==> src/rtl/divisor_pkg.sv <==
// Shared constants for the restoring divider: quotient-register commands and controller
// state encodings. Also imported by the quotient shift register.
package divisor_pkg;

    localparam logic [1:0] Q_CMD_HOLD = 2'b00;
    localparam logic [1:0] Q_CMD_ZERO = 2'b10;
    localparam logic [1:0] Q_CMD_ONE  = 2'b01;

    localparam logic [1:0] ST_IDLE = 2'b00;
    localparam logic [1:0] ST_LOAD = 2'b01;
    localparam logic [1:0] ST_ITER = 2'b10;
    localparam logic [1:0] ST_DONE = 2'b11;

    function automatic logic [1:0] q_cmd_for(input logic q_bit);
        return q_bit ? Q_CMD_ONE : Q_CMD_ZERO;
    endfunction

endpackage

==> src/rtl/divisor_step.sv <==
// One combinational restoring-division step: shift the next dividend bit into the partial
// remainder and subtract the divisor when it fits.
module divisor_step #(
    parameter int unsigned N = 8
) (
    input  logic [N-1:0] r,
    input  logic         dvd_msb,
    input  logic [N-1:0] divisor,
    output logic [N-1:0] r_next,
    output logic         q_bit
);

    logic [N:0]   t;
    logic [N-1:0] diff;

    always_comb begin
        t      = {r, dvd_msb};
        q_bit  = (t >= {1'b0, divisor});
        // When the subtraction is taken the true result is below the divisor, so N bits suffice.
        diff   = t[N-1:0] - divisor;
        r_next = q_bit ? diff : t[N-1:0];
    end

endmodule

==> src/rtl/divisor_control.sv <==
// Sequencing controller for the restoring divider: one quotient command per step, MSB first.
// Optional build macro DIVISOR_CONTROL_ZERO_CHECK_EN short-circuits divide-by-zero with div_err.
module divisor_control
    import divisor_pkg::*;
#(
    parameter int unsigned N  = 8,
    parameter int unsigned CW = 4   // 2**CW must exceed N
) (
    input  logic         clk,
    input  logic         reset,
    input  logic         start,
    input  logic [N-1:0] dividend,
    input  logic [N-1:0] divisor,
    output logic         ready,
    output logic         q_clr,
    output logic [1:0]   q_cmd,
    output logic [N-1:0] remainder,
    output logic         done,
    output logic         div_err
);

    logic [1:0]    state_q, state_d;
    logic [N-1:0]  dvd_q, dvd_d;
    logic [N-1:0]  dsr_q, dsr_d;
    logic [N-1:0]  r_q, r_d;
    logic [CW-1:0] count_q, count_d;
    logic          ready_q, ready_d;
    logic          q_clr_q, q_clr_d;
    logic [1:0]    q_cmd_q, q_cmd_d;
    logic [N-1:0]  remainder_q, remainder_d;
    logic          done_q, done_d;

    logic [N-1:0]  step_r;
    logic [N-1:0]  step_r_next;
    logic          step_q;

    // The step leaving LOAD starts from a zero remainder, so each command is registered in the
    // same cycle the controller shows ITER.
    assign step_r = (state_q == ST_LOAD) ? '0 : r_q;

    divisor_step #(
        .N (N)
    ) u_step (
        .r       (step_r),
        .dvd_msb (dvd_q[N-1]),
        .divisor (dsr_q),
        .r_next  (step_r_next),
        .q_bit   (step_q)
    );

`ifdef DIVISOR_CONTROL_ZERO_CHECK_EN
    logic err_q, err_d;
    assign div_err = err_q;
`else
    assign div_err = 1'b0;
`endif

    always_comb begin
        state_d     = state_q;
        dvd_d       = dvd_q;
        dsr_d       = dsr_q;
        r_d         = r_q;
        count_d     = count_q;
        ready_d     = 1'b0;
        q_clr_d     = 1'b0;
        q_cmd_d     = Q_CMD_HOLD;
        remainder_d = remainder_q;
        done_d      = 1'b0;
`ifdef DIVISOR_CONTROL_ZERO_CHECK_EN
        err_d       = err_q;
`endif

        case (state_q)
            ST_IDLE: begin
                ready_d = 1'b1;
                if (start) begin
                    state_d = ST_LOAD;
                    dvd_d   = dividend;
                    dsr_d   = divisor;
                    ready_d = 1'b0;
                    q_clr_d = 1'b1;
`ifdef DIVISOR_CONTROL_ZERO_CHECK_EN
                    err_d   = 1'b0;
`endif
                end
            end

            ST_LOAD: begin
`ifdef DIVISOR_CONTROL_ZERO_CHECK_EN
                if (dsr_q == '0) begin
                    state_d     = ST_DONE;
                    done_d      = 1'b1;
                    err_d       = 1'b1;
                    remainder_d = dvd_q;
                end else begin
                    state_d = ST_ITER;
                    r_d     = step_r_next;
                    dvd_d   = dvd_q << 1;
                    count_d = '0;
                    q_cmd_d = q_cmd_for(step_q);
                end
`else
                state_d = ST_ITER;
                r_d     = step_r_next;
                dvd_d   = dvd_q << 1;
                count_d = '0;
                q_cmd_d = q_cmd_for(step_q);
`endif
            end

            ST_ITER: begin
                if (count_q == CW'(N - 1)) begin
                    state_d     = ST_DONE;
                    done_d      = 1'b1;
                    remainder_d = r_q;
                end else begin
                    r_d     = step_r_next;
                    dvd_d   = dvd_q << 1;
                    count_d = count_q + CW'(1);
                    q_cmd_d = q_cmd_for(step_q);
                end
            end

            ST_DONE: begin
                state_d = ST_IDLE;
                ready_d = 1'b1;
            end

            default: begin
                state_d = ST_IDLE;
                ready_d = 1'b1;
            end
        endcase
    end

    always_ff @(posedge clk or negedge reset) begin
        if (!reset) begin
            state_q     <= ST_IDLE;
            dvd_q       <= '0;
            dsr_q       <= '0;
            r_q         <= '0;
            count_q     <= '0;
            ready_q     <= 1'b1;
            q_clr_q     <= 1'b0;
            q_cmd_q     <= Q_CMD_HOLD;
            remainder_q <= '0;
            done_q      <= 1'b0;
        end else begin
            state_q     <= state_d;
            dvd_q       <= dvd_d;
            dsr_q       <= dsr_d;
            r_q         <= r_d;
            count_q     <= count_d;
            ready_q     <= ready_d;
            q_clr_q     <= q_clr_d;
            q_cmd_q     <= q_cmd_d;
            remainder_q <= remainder_d;
            done_q      <= done_d;
        end
    end

`ifdef DIVISOR_CONTROL_ZERO_CHECK_EN
    always_ff @(posedge clk or negedge reset) begin
        if (!reset) begin
            err_q <= 1'b0;
        end else begin
            err_q <= err_d;
        end
    end
`endif

    assign ready     = ready_q;
    assign q_clr     = q_clr_q;
    assign q_cmd     = q_cmd_q;
    assign remainder = remainder_q;
    assign done      = done_q;

endmodule

==> config.mk <==
export PLATFORM = sky130hd
export DESIGN_NAME = divisor_control
export DESIGN_NICKNAME = d
export VERILOG_FILES = /design/src/rtl/divisor_pkg.sv /design/src/rtl/divisor_step.sv /design/src/rtl/divisor_control.sv
export SDC_FILE = /design/constraint.sdc
export NUM_CORES = 1
export LEC_CHECK = 0
export BUFFER_PORTS_ARGS = -buffer_cell sky130_fd_sc_hd__buf_4
export CAP_MARGIN = 10
export CORE_MARGIN = 4
export CORE_UTILIZATION = 60
export CTS_CLUSTER_DIAMETER = 150
export CTS_CLUSTER_SIZE = 30
export DETAILED_ROUTE_END_ITERATION = 10
export PLACE_DENSITY = 0.84
export SYNTH_ARGS = -nofsm -noshare
export SYNTH_HDL_FRONTEND = slang
export SYNTH_HIERARCHICAL = 1
export SYNTH_SLANG_ARGS = --single-unit
==> constraint.sdc <==
create_clock -name clk -period 4.8 [get_ports clk]
set_input_delay 0.72 -clock clk [delete_from_list [all_inputs] [get_ports clk]]
set_output_delay 0.72 -clock clk [all_outputs]
set_load 0.05 [all_outputs]
==> results.toml <==
[timing]
rsz0062_at_grt = "false"
slew_headroom = 0.510
setup_viol = 0
hold_slack_ns = 0.391
clock.fmax_ghz = 0.337
final-hold-violation-count = 0
period_needed_ns = 2.97
finClkSkew_ns = 0.00681
final.setup.tns_ns = 0
fin_crit_sh = 0.619
slew_violations = 0
worst_slew_pin_slew_ns = 0.734

[route]
drc = 0
drt-vias-per-instance = 5.55
drt_iter0_drc = 91
vias = 1693
wl_per_cell_um = 14.8
detail-route-antenna-nets = 0
wl_um = 4510
drt_pass1_iterations = 4

[global_routing]
grt.overflow.total = 0
track_usage = 0.192
grt_first_pass_wirelength_um = 7710
antenna_found_initial = 0
grt_max_degree = 44
grt_pass1_vias = 1696

[critical_path]
path_max_fanout = 10
cp-end-kind = "flip-flop"
critical_path_arrival_ns = 3.16
worstSetupPathType = "reg2reg"
required_ns = 4.99
crit_path_start_kind = "flip-flop"

[logic_synthesis]
synth_fa_ha_area_frac = 0.0800
ys_warn_count = 6
synth_mux_area_frac = 0.179
synth_flop_cell = "dfrtp_1"
seq_area_frac_synth = 0.442
synth-seq-cells = 43
synth_top_family_by_area = "multiplexers"
async_flop_share = 1.00
postSynthAreaPerCell_sq_um = 10.9
synth-simple-area-share = 0.146
syn-num-nets = 258
synthDistinctLibCells = 45
synth_xor_area_frac = 0.0108
syn_area_sq_mm = 0.00244
syn_inst = 224
synth-edff-count = 0
synth_compound_area_frac = 0.0954

[placed_design]
gp_congestion = 0.843
placed_cells = 297
io_buffers = 31
dp_hpwl_um = 3350

[layout]
layout-drive-gt1-share = 0.331
nets = 290
n_antenna_cell = 0
final_cells = 305
syn2layout_area_growth_pct = 14.2
mostFrequentLayoutCells = "42 x dfrtp_1, 37 x mux2_2, 32 x nand2_1"
final_core_util = 0.733
final_common_cell = "dfrtp_1"
fillCellCount = 285

[pwr]
vdd_drop_max_uv = 407
p_per_area_mw_per_mm2 = 833
total_power_w = 0.00232
leakage_nw = 1.40

[clock_tree]
cts_sinks = 43
htree_levels = 2
cts_hold_buf = 0
clock_path_buffers = 2
root_buffer = "clkbuf_8"
cts-buffers-inserted = 5
cts.clk_slew.worst_paths_ns = 0.08
cts_tree = "yes"
insertion_delay_ns = 0.30
cts_setup_buffers = 0
cts_resized = 0

[die]
dieArea_sq_mm = 0.00515
start_util = 0.642
die_h_um = 71.8
die_w_um = 71.8
row_count = 22
ios = 33
core_region_area_sq_mm = 0.00380

[outcome]
status = "finished clean"

[flow_run]
max-cap-violations = 0

[worst_hold_path]
hp-class = "in2async"
[registers in the layout, indices dropped and copies added (netlist names), 2 cells and up]
signal and flops:
state_q 2, q_cmd 2, remainder 8, dsr_q 8, count_q 4, dvd_q 8
r_q 8
[critical path, stage by stage (launching register included)]
cell and delay (ns):
dfrtp_1 0.42, inv_1 0.11, ha_1 0.36, nor2b_1 0.12
ha_1 0.36, a21o_1 0.21, a21oi_4 0.15, o21ai_2 0.08
a41oi_4 0.39, mux2_2 0.39, mux2_2 0.26
[stage by stage]
step           cell area, sq um  worst slack [ns]
2_1_floorplan              2440              2.12
3_3_place_gp               2700              1.93
3_5_place_dp               2700              1.88
4_1_cts                    2790              1.84
5_1_grt                    2790              1.66
6_report                   2790              1.83
[synth_stat cells (2+ instances only)]
master    number  share of area
o221ai_1       2         0.0072
dfrtp_1       42           0.43
nor3_1         4         0.0082
nand2_1       32          0.049
mux2i_1        2         0.0082
a41o_1         2         0.0082
nor2b_1       11          0.028
nor3b_1        2         0.0062
xnor2_1        2         0.0072
buf_2          3         0.0062
mux2_2        37           0.17
ha_1          14          0.072
a21o_1         3         0.0092
nor2_1         5         0.0077
clkbuf_1       2         0.0031
a21oi_1        7          0.014
o21ai_0        4         0.0082
inv_1         19          0.029
nand3_1        5          0.010
[cell families after synthesis]
logic type / count (synthesis)
and+or+nand+nor: 68
DFF: 43
other: 1
AOI/OAI and AO/OA: 29
xor gates and xnor gates: 3
buffers and inverters: 26
muxes: 39
adders and majority gates: 15
[metal layers]
metal  GRT usage  share of wire  vias to the layer above
li1            -              -                      838
met1       0.246           0.46                      811
met2       0.311           0.47                       35
met3      0.0505          0.051                        9
met4      0.0731          0.018                        0
met5           0              0                        -
[final timing paths]
path                                          start                  endpoint  slack (ns)  cells after the start
hold / removal                                reset      dsr_q[1]$_DFFE_PN0P_        0.39                      1
setup / recovery             state_q[1]$_DFFE_PN0P_        r_q[2]$_DFFE_PN0P_        1.83                     10
max in group asynchronous                     reset           ready$_DFF_PN1_        4.03                      1
setup reg to reg             state_q[1]$_DFFE_PN0P_        r_q[2]$_DFFE_PN0P_        1.83                     10
min in group clk           remainder[7]$_DFFE_PN0P_  remainder[7]$_DFFE_PN0P_        0.48                      2
hold reg to reg            remainder[7]$_DFFE_PN0P_  remainder[7]$_DFFE_PN0P_        0.48                      2
[power by group]
group / switching [W] / total, W / internal (W)
Sequential: 0.0000828 / 0.000592 / 0.000509
Combinational: 0.000762 / 0.00150 / 0.000742
Clock: 0.000124 / 0.000223 / 0.0000996
[area by class of cell]
cell class / instances / area [sq um] / area share
Clock inverter: 3 / 15.0 / 0.00539
Inverter: 20 / 80.1 / 0.0288
Multi-Input combinational cell: 155 / 1250 / 0.449
Clock buffer: 5 / 68.8 / 0.0247
Tap cell: 48 / 60.1 / 0.0216
Timing Repair Buffer: 31 / 233 / 0.0836
Sequential cell: 43 / 1080 / 0.387
Power figures use the tool's default switching activity.
